### config.mk
export PLATFORM = sky130hd
export DESIGN_NAME = dual_issue_buffer
export DESIGN_NICKNAME = d
export VERILOG_FILES = /design/src/rtl/dual_issue_buffer_pkg.sv /design/src/rtl/dual_issue_buffer.sv
export SDC_FILE = /design/constraint.sdc
export NUM_CORES = 1
export LEC_CHECK = 0
export CAP_MARGIN = 40
export CORE_MARGIN = 10
export CORE_UTILIZATION = 40
export DETAILED_ROUTE_END_ITERATION = 16
export PLACE_DENSITY = 0.82
export REMOVE_ABC_BUFFERS = 1
export SLEW_MARGIN = 10
export SYNTH_ARGS = -nofsm -noshare
export SYNTH_HDL_FRONTEND = slang
export SYNTH_SLANG_ARGS = --single-unit
### constraint.sdc
create_clock -name clk -period 2.94 [get_ports clk]
set_input_delay 0.588 -clock clk [delete_from_list [all_inputs] [get_ports clk]]
set_output_delay 0.588 -clock clk [all_outputs]
set_load 0.03 [all_outputs]
### src/rtl/dual_issue_buffer_pkg.sv
// Shared constants for the decode-stage dual-issue holding buffer:
// FSM state encodings, default widths and the canonical NOP word.
package dual_issue_buffer_pkg;

  localparam int XLEN_DEF  = 32;
  localparam int ILEN_DEF  = 32;
  localparam int CNT_W_DEF = 16;

  // EMPTY: nothing held; FULL: both slots pending; HALF: only slot 2 pending.
  localparam logic [1:0] ST_EMPTY = 2'd0;
  localparam logic [1:0] ST_FULL  = 2'd1;
  localparam logic [1:0] ST_HALF  = 2'd2;

  // addi x0, x0, 0
  localparam logic [31:0] NOP_INSTR = 32'h0000_0013;

endpackage

### src/rtl/dual_issue_buffer.sv
// Holds one fetched instruction pair in front of ID/EX and decides each cycle
// whether to issue both slots, slot 1 alone, slot 2 alone, or a bubble.
module dual_issue_buffer
  import dual_issue_buffer_pkg::*;
#(
  parameter int XLEN  = XLEN_DEF,
  parameter int ILEN  = ILEN_DEF,
  parameter int CNT_W = CNT_W_DEF
) (
  input  logic             clk,
  input  logic             rst,
  input  logic             flush,
  input  logic             if_valid,
  input  logic [XLEN-1:0]  if_pc,
  input  logic [ILEN-1:0]  if_instr_1,
  input  logic [ILEN-1:0]  if_instr_2,
  output logic             if_ready,
  output logic [XLEN-1:0]  dec_pc,
  output logic [ILEN-1:0]  dec_instr_1,
  output logic [ILEN-1:0]  dec_instr_2,
  input  logic             stall_raw_1,
  input  logic             stall_raw_2,
  input  logic             pair_dep,
  output logic             iss_valid_1,
  output logic             iss_valid_2,
  output logic             iss_slot2_only,
  output logic [CNT_W-1:0] stall_cnt
);

  // Fetch handshake: a pair moves into the buffer on a rising edge exactly
  // when if_valid & if_ready; if_ready never depends on if_valid, and the
  // pair inputs are ignored whenever if_valid is low.

  logic [1:0]       state_q, state_d;
  logic [XLEN-1:0]  pc_q, pc_d;
  logic [ILEN-1:0]  instr_1_q, instr_1_d;
  logic [ILEN-1:0]  instr_2_q, instr_2_d;
  logic [CNT_W-1:0] stall_cnt_q, stall_cnt_d;

  logic hold;
  logic load;

  always_comb begin
    state_d        = state_q;
    pc_d           = pc_q;
    instr_1_d      = instr_1_q;
    instr_2_d      = instr_2_q;
    stall_cnt_d    = stall_cnt_q;
    iss_valid_1    = 1'b0;
    iss_valid_2    = 1'b0;
    iss_slot2_only = 1'b0;
    if_ready       = 1'b0;
    hold           = 1'b0;

    if (flush) begin
      state_d   = ST_EMPTY;
      instr_1_d = ILEN'(NOP_INSTR);
      instr_2_d = ILEN'(NOP_INSTR);
    end else begin
      case (state_q)
        ST_EMPTY: begin
          // Stall inputs are meaningless here: dec_* hold NOP or stale words.
          if_ready = 1'b1;
          if (if_valid) state_d = ST_FULL;
        end
        ST_FULL: begin
          if (stall_raw_1) begin
            hold = 1'b1;
          end else if (stall_raw_2 || pair_dep) begin
            iss_valid_1 = 1'b1;
            state_d     = ST_HALF;
          end else begin
            iss_valid_1 = 1'b1;
            iss_valid_2 = 1'b1;
            if_ready    = 1'b1;
            state_d     = if_valid ? ST_FULL : ST_EMPTY;
          end
        end
        ST_HALF: begin
          if (stall_raw_2) begin
            hold = 1'b1;
          end else begin
            iss_valid_2    = 1'b1;
            iss_slot2_only = 1'b1;
            if_ready       = 1'b1;
            state_d        = if_valid ? ST_FULL : ST_EMPTY;
          end
        end
        default: state_d = ST_EMPTY;
      endcase

      if (hold && !(&stall_cnt_q)) stall_cnt_d = stall_cnt_q + CNT_W'(1);
    end

    load = if_valid && if_ready;
    if (load) begin
      pc_d      = if_pc;
      instr_1_d = if_instr_1;
      instr_2_d = if_instr_2;
    end
  end

  always_ff @(posedge clk) begin
    if (rst) begin
      state_q     <= ST_EMPTY;
      pc_q        <= '0;
      instr_1_q   <= ILEN'(NOP_INSTR);
      instr_2_q   <= ILEN'(NOP_INSTR);
      stall_cnt_q <= '0;
    end else begin
      state_q     <= state_d;
      pc_q        <= pc_d;
      instr_1_q   <= instr_1_d;
      instr_2_q   <= instr_2_d;
      stall_cnt_q <= stall_cnt_d;
    end
  end

  assign dec_pc      = pc_q;
  assign dec_instr_1 = instr_1_q;
  assign dec_instr_2 = instr_2_q;
  assign stall_cnt   = stall_cnt_q;

endmodule

# Word level (Yosys, flattened, before mapping)
# Cells that the tools add are included.
# classes
n_addsub	1
n_eq_ne	5
mux	25
n_bitwise	1
reduce_logical	10
# ops
cell	count
32-bit two-way mux	3
16-bit by 1-bit adder with 16-bit output, second input constant	1
16-bit AND reduction	1
1-bit two-way mux	14
2-bit two-way mux	4
2-bit != test, second input constant	3
2-bit one-hot mux with 3 select lines	1
1-bit one-hot mux with 2 select lines	2
1-bit one-hot mux with 3 select lines	1
3-bit AND reduction	1
2-bit by 1-bit equality test with 1-bit output, second input constant	1
2-bit equality test, second input constant	1
1-bit logical AND	2
2-bit zero test	1
2-bit AND reduction	1
2-bit nonzero test	1
2-bit OR reduction	1
1-bit zero test	1
1-bit logical OR	1
1-bit NOT	1
# word_totals
ff_bits	114
input_bits	103
output_inout_bits	116
elab_cells	47

# Longest topological paths before layout
# Gate-level depths: netlist (run 1).
# logic_depth
word_depth	7
depth_mapped	9
depth_no_buf	6

# Worst setup path after synthesis (run 1)
# OpenSTA, ideal clock, no wires.
# synth_path
path_kind	input-to-output
from	input flush
to	output iss_slot2_only
t_arrival_ns	1.680
required_time_ns	2.352
slack_ns	0.672
stages	3
path_buffers	2
path_cell_list	clkbuf_1 > clkbuf_1 > nor3b_1
# synth_between
elab_chain_len	1
# synth_rtl
item	line_no	rtl
start, declared	dual_issue_buffer.sv:12	input logic flush,
1-bit two-way mux	dual_issue_buffer.sv:55	if (flush) begin
end, declared	dual_issue_buffer.sv:26	output logic iss_slot2_only,
# No other way between the ends.

# Final worst setup path (run 1)
# layout_path
from	input stall_raw_1
to	output iss_valid_1
# layout_between
elab_chain_len	3
# layout_rtl
item	line_no	rtl
start, declared	dual_issue_buffer.sv:21	input logic stall_raw_1,
1-bit two-way mux	dual_issue_buffer.sv:67	if (stall_raw_1) begin
1-bit two-way mux	dual_issue_buffer.sv:60	case (state_q)
1-bit two-way mux	dual_issue_buffer.sv:55	
end, declared	dual_issue_buffer.sv:24	output logic iss_valid_1,
# No other way between the ends.

==> summary.md, run 1 <==
| Metric | Value |
|---|---|
| CTS root buf | clkbuf_16 |
| Leakage | about 3 nW |
| Initial Util | 0.4089 |
| Layout area overhead | 54.99% |
| Synth Cell Area | roughly 5400 sq um |
| Mapped Cells | 549 |
| Row count | 42 |
| Final wirelength | roughly 16 mm |
| Gpl congestion | 0.8213 |
| CTS buffer count | 17 |
| HPWL Detailed | 11.73 mm |
| Clk slew on worst S/H paths | 50 ps |
| Startpoint types | input pin |
| Post-Synth Adder-Cell Area | 0.01155 |
| Register area share after synthesis | 0.4214 |
| GRT overflow | 0 |
| Hold Buf Count CTS | 0 |
| Critical path type | input pin to output port |
| H-tree depth | 4 |
| Pwr/cell area | ~500 nW/um^2 |
| Max Fclk | between 300 and 400 MHz |
| FILL cells | about 1100 |
| Clock skew | around 3.8 ps |
| Worst path required time | approximately 2400 ps |
| Post-Synth XOR/XNOR Area | 0 |
| Max-slew headroom | 0.5051 |
| Hold crit path type | flop to flop |
| Largest net degree at the start of global routing | around 120 |
| Post-synthesis mux area share | 0.1837 |
| Internal | ~3.3 mW |
| CP max FO | 2 |
| Final Util | 0.6338 |
| Chip width | between 100 and 150 um |
| Worst Tran Pin Value | 736.7 ps |
| Share of layout cells above drive strength 1 | 0.1456 |
| Final hold violation count | 0 |
| Initial antenna violation count | 1 |
| Fin cells | between 900 and 1000 |
| Part of the power in combinational logic | 0.152 |
| Nets | ~860 |
| NetSw | 1.042 mW |
| CP Capture Type | output port |
| Vias per std cell | roughly 5 |
| Syn. warnings | 0 |
| Reg power frac | 0.380 |
| First-pass detailed-route iteration total | 5 |
| Part of the cycle the worst path needs | 0.9262 |
| Tmin final | about 2700 ps |
| CTS Sinks | around 110 |
| Clock network power share | 0.468 |
| Worst vdd ir | around 0.34 mV |
| Sw Ratio | 0.2418 |
| Synth Register Bits | between 100 and 150 |
| Fin area | ~8400 sq um |
| DP Area | between 7000 and 8000 sq um |
| Simple-gate portion of the synthesized area | 0.3022 |
| Largest family of logic cells by synthesized area | simple AND/OR/NAND/NOR gates |
| Vias in the first global route | 4842 |
| Drt wl/cell | 16.83 um |
| TritonCTS clock tree | built |
| DRC | 0 |
| Die H | around 140 um |
| Full die area | approximately 19000 sq um |
| Unique masters post-synth | 37 |
| Placed instance count | between 900 and 1000 |
| RSZ-0062 raised after global routing | no |
| Iter 0 DRT Violations | ~250 |
| Global-route wire length before repair | 24.85 mm |
| Critical path arrival | around 2100 ps |
| Max Cap Violations | 0 |
| Final setup vio count | 0 |
| Clock latency on the worst-skew pair | around 400 ps |
| Total number of vias | approximately 4700 |
| Synthesized area per cell | around 10 sq um |
| Outcome | completed |
| Max Slew Vio Count | 0 |
| Final ANT Viol Nets | 0 |
| Setup_tns | 0 ps |
| # port buffers | between 200 and 250 |
| Gr usage total | 0.1674 |
| Max clock buf depth | 2 |
| Num ports | roughly 220 |
| Core footprint | around 13000 sq um |
| Compound-Gate Fraction of Synth Area | 0.04182 |
## registers in the layout, summed over array words and instances, names as in the netlist
signal	cells
dec_instr_1	32
dec_pc	32
state_q	2
stall_cnt	16
dec_instr_2	32
## final timing paths
kind,startpoint,to,cells past startpoint,slack (ps)
hold reg to reg,dec_pc[20],dec_pc[20],2,470
hold / removal,dec_pc[20],dec_pc[20],2,470
setup reg to reg,state_q[0],stall_cnt[15],6,680
setup / recovery,stall_raw_1,iss_valid_1,4,220
## cells in the final DEF, fill, tap and decap left out, types with 11 or more instances in the layout
| master | instances |
|---|---|
| clkdlybuf4s50_1 | 214 |
| nand2b_1 | 122 |
| clkbuf_16 | 17 |
| dfxtp_1 | 114 |
| or4_1 | 11 |
| buf_4 | 11 |
| nor2_1 | 13 |
| a21oi_1 | 13 |
| mux2i_1 | 96 |
| or3b_2 | 58 |
## synthesized netlist by cell type
master / number / area share
nand2b_1: 122 / 0.14
and3_1: 1 / 0.0012
nand4_1: 3 / 0.0035
nor3_1: 9 / 0.0083
o21bai_1: 1 / 0.0014
a21oi_1: 14 / 0.013
a211o_1: 1 / 0.0016
or3b_2: 58 / 0.094
or2_1: 1 / 0.0012
nand2_1: 6 / 0.0042
inv_1: 7 / 0.0049
a21boi_0: 1 / 0.0014
buf_2: 13 / 0.012
mux2_2: 3 / 0.0062
o21ai_0: 6 / 0.0055
nor4_1: 3 / 0.0035
nand3_1: 3 / 0.0028
a22oi_2: 1 / 0.0023
mux2i_1: 96 / 0.18
nand2b_4: 1 / 0.0025
clkbuf_2: 1 / 0.00092
a31oi_1: 1 / 0.0012
o41ai_1: 1 / 0.0016
ha_1: 5 / 0.012
nor2b_1: 2 / 0.0023
o31ai_1: 9 / 0.012
or3_1: 2 / 0.0023
or2_2: 1 / 0.0012
and4_1: 1 / 0.0016
nor2_1: 13 / 0.0090
clkbuf_1: 31 / 0.021
or4b_1: 1 / 0.0018
nor3b_1: 4 / 0.0055
dfxtp_1: 114 / 0.42
a211oi_1: 1 / 0.0014
nand3b_1: 1 / 0.0014
or4_1: 11 / 0.015
## per-layer routing
layer,up-vias,global-route usage,wire [um]
li1,2307,-,-
met1,2165,0.1731,6078
met2,166,0.2751,7700
met3,22,0.09483,1799
met4,0,0.06805,341
met5,-,0,0
## repair_timing
action                                  in CTS  in global routing
endpoints found under the setup margin       0                  2
setup buffers                                0                  0
gates resized for setup                      0                  2
## logic make-up after synthesis
logic type | Yosys count
compound gates | 36
fa+ha+maj | 5
flops | 114
buf+inv | 52
simple gates | 243
mux | 99
## power by group through the flow
stage	combinational (mW)	sequential, mW	clock (mW)
5_1_grt	0.698	1.64	2.13
3_5_place_dp	0.660	1.67	0
4_1_cts	0.663	1.64	2.06
3_3_place_gp	0.649	1.66	0
6_report	0.654	1.64	2.02
2_1_floorplan	0.233	1.78	0
## critical path, cell delays in order
cell	delay, ps
clkdlybuf4s50_1	440
buf_4	160
nor3b_1	220
clkdlybuf4s50_1	730
## stage by stage
| step | power [mW] | setup slack, ps | hold WS (ps) |
|---|---|---|---|
| 3_5_place_dp | 2.328 | 101.8 | 463.1 |
| 6_report | 4.308 | 217.1 | 473.5 |
| 5_1_grt | 4.468 | 150.2 | 488.0 |
| 2_1_floorplan | 2.013 | -5247 | 470.0 |
| 3_3_place_gp | 2.312 | 116.6 | 458.4 |
| 4_1_cts | 4.360 | 8.531 | 476.9 |
## final cells by class
class                           count  area [sq um]  area share
Multi-Input combinational cell    383          2932      0.3493
Timing Repair Buffer              233          2355      0.2806
Sequential cell                   114          2282      0.2719
Clock buffer                       19         432.9     0.05158
Tap cell                          176         220.2     0.02624
Clock inverter                     13         142.6     0.01699
Inverter                            7         26.28    0.003131
Antenna cell                        1         2.502   0.0002982
Power figures use the tool's default switching activity.
==> inputs of run 2 (changes only) <==
Settings changed: CAP_MARGIN 40 to default, CORE_ASPECT_RATIO from default to 0.5, CORE_MARGIN 10 to default.
==> summary.md, run 2 (same netlist as run 1, synthesis figures left out) <==
| Metric | Value |
|---|---|
| Outcome | finished with violations |
| Failing checks | design-rule violations |
| Final Power | between 4 and 5 mW |
| Largest net degree at the start of global routing | between 80 and 90 |
| Critical path buffers and inverters | 3 |
| Hold Crit Start | dec_pc[8] |
| CP max FO | 2 |
| Hold crit path type | flop to flop |
| RSZ-0062 raised after global routing | no |
| Max clock buf depth | 2 |
| Max-slew headroom | 0.5074 |
| Flop2flop setup slack | 690 ps |
| Pwr/cell area | roughly 520 nW/um^2 |
| CTS Sinks | roughly 110 |
| CP Capture Type | output port |
| Vias per std cell | about 5 |
| Most frequent cells in the layout | 214 x clkdlybuf4s50_1, 122 x nand2b_1, 114 x dfxtp_1 |
| H-tree depth | 4 |
| Chip width | 166.5 um |
| Initial Util | 0.4192 |
| Max Cap Violations | 0 |
| Share of layout cells above drive strength 1 | 0.1386 |
| Final wirelength | between 10 and 15 mm |
| FF-to-FF path depth | 6 |
| DRC | 4 |
| Drt wl/cell | 16.00 um |
| Global-route wire length before repair | roughly 24 mm |
| Tmin final | between 2000 and 3000 ps |
| Gpl congestion | between 0.8 and 0.9 |
| Total number of vias | 4673 |
| Worst vdd ir | 0.3030 mV |
| Clk slew on worst S/H paths | approximately 60 ps |
| Critical path arrival | ~2100 ps |
| Final setup vio count | 0 |
| Worst path required time | around 2400 ps |
| Diodes inserted | 0 |
| Max stage delay cell, worst path | clkdlybuf4s50_1 |
| Gr usage total | 0.2128 |
| First-pass detailed-route iteration total | 10 |
| # port buffers | about 220 |
| Worst r2r src | state_q[0] |
| Final Util | 0.6503 |
| Crit path cell chain | clkdlybuf4s50_1, buf_4, nor3b_1, clkdlybuf4s50_1 |
| WHS | around 470 ps |
| GRT overflow | 0 |
| CTS buffer count | 17 |
| Leakage | 3.034 nW |
| Crit path max-delay family | buffers and inverters |
| CTS root buf | clkbuf_16 |
| Commonest non-fill, non-tap cell in the layout | clkdlybuf4s50_1 |
| Die H | ~84 um |
| Full die area | between 10000 and 15000 sq um |
| Row count | 29 |
| HPWL Detailed | between 10 and 15 mm |
| Clock skew | roughly 8.4 ps |
| Nets | 862 |
| Vias in the first global route | ~4700 |
| Startpoint types | input pin |
| Layout area overhead | 55.13% |
| Max Slew Vio Count | 0 |
| Clock latency on the worst-skew pair | approximately 400 ps |
| Max Fclk | approximately 370 MHz |
| Final ANT Viol Nets | 0 |
| Initial antenna violation count | 0 |
| Worst Tran Pin Value | ~730 ps |
| CP peak stage delay | a little over 700 ps |
| Hold path endpoint | dec_pc[8] |
| Crit path top cell by count | clkdlybuf4s50_1 |
| Core footprint | 12920 sq um |
| Hold depth | 2 |
| Iter 0 DRT Violations | 224 |
| Part of the cycle the worst path needs | 0.9098 |
| Reg-to-reg endpoint | stall_cnt[15] |
| Critical path type | input pin to output port |
| Num ports | 219 |
| Final hold violation count | 0 |
| TritonCTS clock tree | built |
[run 2: how the worst max path moves through the flow]
stage / start / to / slack (ps) / cells after the start
2_1_floorplan: pair_dep / dec_instr_1[0] / -5250 / 4
3_3_place_gp: pair_dep / if_ready / 140 / 5
3_5_place_dp: pair_dep / if_ready / 110 / 5
4_1_cts: state_q[1] / if_ready / 70 / 6
5_1_grt: stall_raw_1 / iss_valid_1 / 210 / 4
6_report: stall_raw_1 / iss_valid_1 / 270 / 4
[run 2: report_power, final]
part           switching [mW]  internal, mW  total, mW
Combinational           0.309         0.346      0.655
Sequential             0.0290          1.61       1.64
Clock                   0.678          1.41       2.09
[run 2: tightest hold or removal path: stages (launching register included)]
cell	delay, ps
dfxtp_1	310
nand2b_1	60
mux2i_1	50
[run 2: through the flow]
stage / worst slack, ps / cells / instance area (sq um) / setup TNS [ps]
final: 265.2 / 935 / 8401 / 0
after global routing: 211.6 / 935 / 8401 / 0
after CTS: 74.35 / 935 / 8396 / 0
after detailed placement: 113.6 / 905 / 7800 / 0
after global placement: 135.7 / 905 / 7800 / 0
after floorplan: -5247 / 504 / 5229 / -503750
[run 2: area by class of cell]
class / count / area [sq um]
fill: 1016 / 4517
multi-input combinational: 383 / 2932
inverter: 7 / 26.28
clock inverter: 5 / 100.1
timing repair buffer: 231 / 2352
sequential: 114 / 2282
tap: 170 / 212.7
clock buffer: 25 / 495.5
[run 2: what timing repair did]
action	4_1_cts	5_1_grt
hold buffers	0	0
setup buffers	0	0
resized for setup	0	2
endpoints found under the setup margin	0	2
[run 2: layer usage]
metal  global-route usage  vias to the layer above  part of all wire  routed length, um
li1                     -                     2311                 -                  -
met1               0.2387                     2231              0.42               6321
met2               0.3858                       95              0.52               7710
met3              0.04055                       36             0.027                411
met4               0.1178                        0             0.035                518
met5                    0                        -                 0                  0
==> inputs of run 3 (changes only) <==
Clock period 2.94 ns to 3.3 ns, I/O delays scaled along.
==> summary.md, run 3 (same netlist as run 1, synthesis figures left out) <==
| Metric | Value |
|---|---|
| Commonest non-fill, non-tap cell in the layout | clkdlybuf4s50_1 |
| Grt met3 use | 0.03536 |
| Crit path top cell by count | clkdlybuf4s50_1 |
| Vias per std cell | slightly below 5 |
| CP Capture Type | output port |
| Failing checks | design-rule violations |
| Clock latency on the worst-skew pair | 400 ps |
| Max stage delay cell, worst path | clkdlybuf4s50_1 |
| Initial Util | 0.4192 |
| Worst r2r src | state_q[0] |
| Share of layout cells above drive strength 1 | 0.1368 |
| Worst vdd ir | 0.3487 mV |
| Crit path max-delay family | buffers and inverters |
| Total number of vias | around 4600 |
| Sequential Area | ~2300 sq um |
| Gr usage total | 0.2066 |
| Largest net degree at the start of global routing | 120 |
| Pwr/cell area | around 480 nW/um^2 |
| Setup crit start | stall_raw_1 |
| FILL cells | 988 |
| Chip width | approximately 170 um |
| DRC | 4 |
| TritonCTS clock tree | built |
| Hold crit path type | flop to flop |
| CTS root buf | clkbuf_16 |
| Clock skew | around 7.1 ps |
| Layout area overhead | 54.30% |
| Vias in the first global route | about 4500 |
| Max Slew Vio Count | 0 |
| GRT overflow | 0 |
| Worst Tran Pin Value | 926.7 ps |
| Outcome | finished with violations |
| First-pass detailed-route iteration total | 10 |
| CP max FO | 3 |
| Max-slew headroom | 0.3822 |
| Core footprint | about 13000 sq um |
| Setup Fix Bufs, Post-CTS | 0 |
| Hold Buf Count CTS | 0 |
| Critical path type | input pin to output port |
| HPWL Detailed | roughly 10 mm |
| Final setup vio count | 0 |
| CTS buffer count | 17 |
| Diodes inserted | 0 |
| Iter 0 DRT Violations | 212 |
| Routing usage on met2 | 0.3808 |
| Initial antenna violation count | 0 |
| Fin cells | 930 |
| Critical path buffers and inverters | 2 |
| Final wirelength | around 15 mm |
| CP peak stage delay | around 700 ps |
| Final hold violation count | 0 |
| Drt wl/cell | 15.69 um |
| Leakage | between 2 and 3 nW |
| Worst path required time | between 2000 and 3000 ps |
| Die H | about 84 um |
| Most frequent cells in the layout | 216 x clkdlybuf4s50_1, 122 x nand2b_1, 114 x dfxtp_1 |
| Placed instance count | around 900 |
| Final Power | between 4 and 5 mW |
| Critical path arrival | 2440 ps |
| Footprint of the multi-input gates | between 2000 and 3000 sq um |
| Nets | 856 |
| Fin area | ~8400 sq um |
| Max Cap Violations | 0 |
| Hold Crit Start | dec_pc[30] |
| # port buffers | 218 |
| H-tree depth | 4 |
| Max clock buf depth | 2 |
| Full die area | approximately 14000 sq um |
| RSZ-0062 raised after global routing | no |
| CTS Sinks | 114 |
| Crit path cell chain | clkdlybuf4s50_1, nor3b_1, o21bai_1, a21boi_0, clkdlybuf4s50_1 |
| DP Area | between 7000 and 8000 sq um |
| GRT met1 Usage | 0.2366 |
| Row count | 29 |
| Startpoint types | input pin |
| Setup_tns | 0 ps |
| Global-route wire length before repair | 23.18 mm |
| WHS | approximately 470 ps |
| CTS resizes | 0 |
| Final ANT Viol Nets | 0 |
| Gr busiest metal | met2 |
| Gpl congestion | 0.8011 |
| Tmin final | around 3100 ps |
| Part of the cycle the worst path needs | 0.9396 |
| Max Fclk | 322.5 MHz |
| Clk slew on worst S/H paths | ~50 ps |
| Num ports | 219 |
## run 3: changes by cell type in the layout (fill, tap and decap cells not counted)
cell,change
buf_12,-4
buf_4,-2
bufinv_16,+2
clkbuf_1,-3
clkbuf_8,-1
clkdlybuf4s50_1,+2
clkinv_2,+1
clkinvlp_4,+2
dlymetal6s2s_1,-2
## run 3: worst paths after layout
check / depth (start not counted) / end / slack, ps
hold reg to reg: 2 / dec_pc[30] / 470
setup / recovery: 5 / if_ready / 200
hold / removal: 2 / dec_pc[30] / 470
setup reg to reg: 6 / stall_cnt[15] / 1040
## run 3: layout make-up
cell class | count | share of cell area
clock buffer | 21 | 0.05630
clock inverter | 10 | 0.02156
inverter | 7 | 0.003145
multi-input combinational | 383 | 0.3509
sequential | 114 | 0.2731
tap | 170 | 0.02546
timing repair buffer | 225 | 0.2695
## run 3: routing by layer
layer / vias up / wire [um]
met2: 83 / 7588
met5: - / 0
met4: 0 / 419
met3: 29 / 389
met1: 2182 / 6199
li1: 2303 / -
## run 3: metrics by stage
stage | util | setup slack, ps
floorplan | - | -4959
global placement | 0.5965 | 278.4
detailed placement | 0.5965 | 220.9
CTS | 0.6468 | 213.7
global route | 0.6468 | 96.37
finish | 0.6468 | 199.4
## run 3: report_power, final
| group | switching [mW] | total (mW) | internal, mW |
|---|---|---|---|
| clock | 0.627 | 2.02 | 1.39 |
| sequential | 0.0257 | 1.46 | 1.43 |
| combinational | 0.271 | 0.569 | 0.297 |
| total | 0.924 | 4.05 | 3.12 |
## run 3: worst register-to-register path: stages, from the launching register on
cell and delay [ps]:
dfxtp_1 380, inv_1 80, ha_1 320, nand2b_4 80, or4b_1 660, nor4_1 260
mux2_2 360
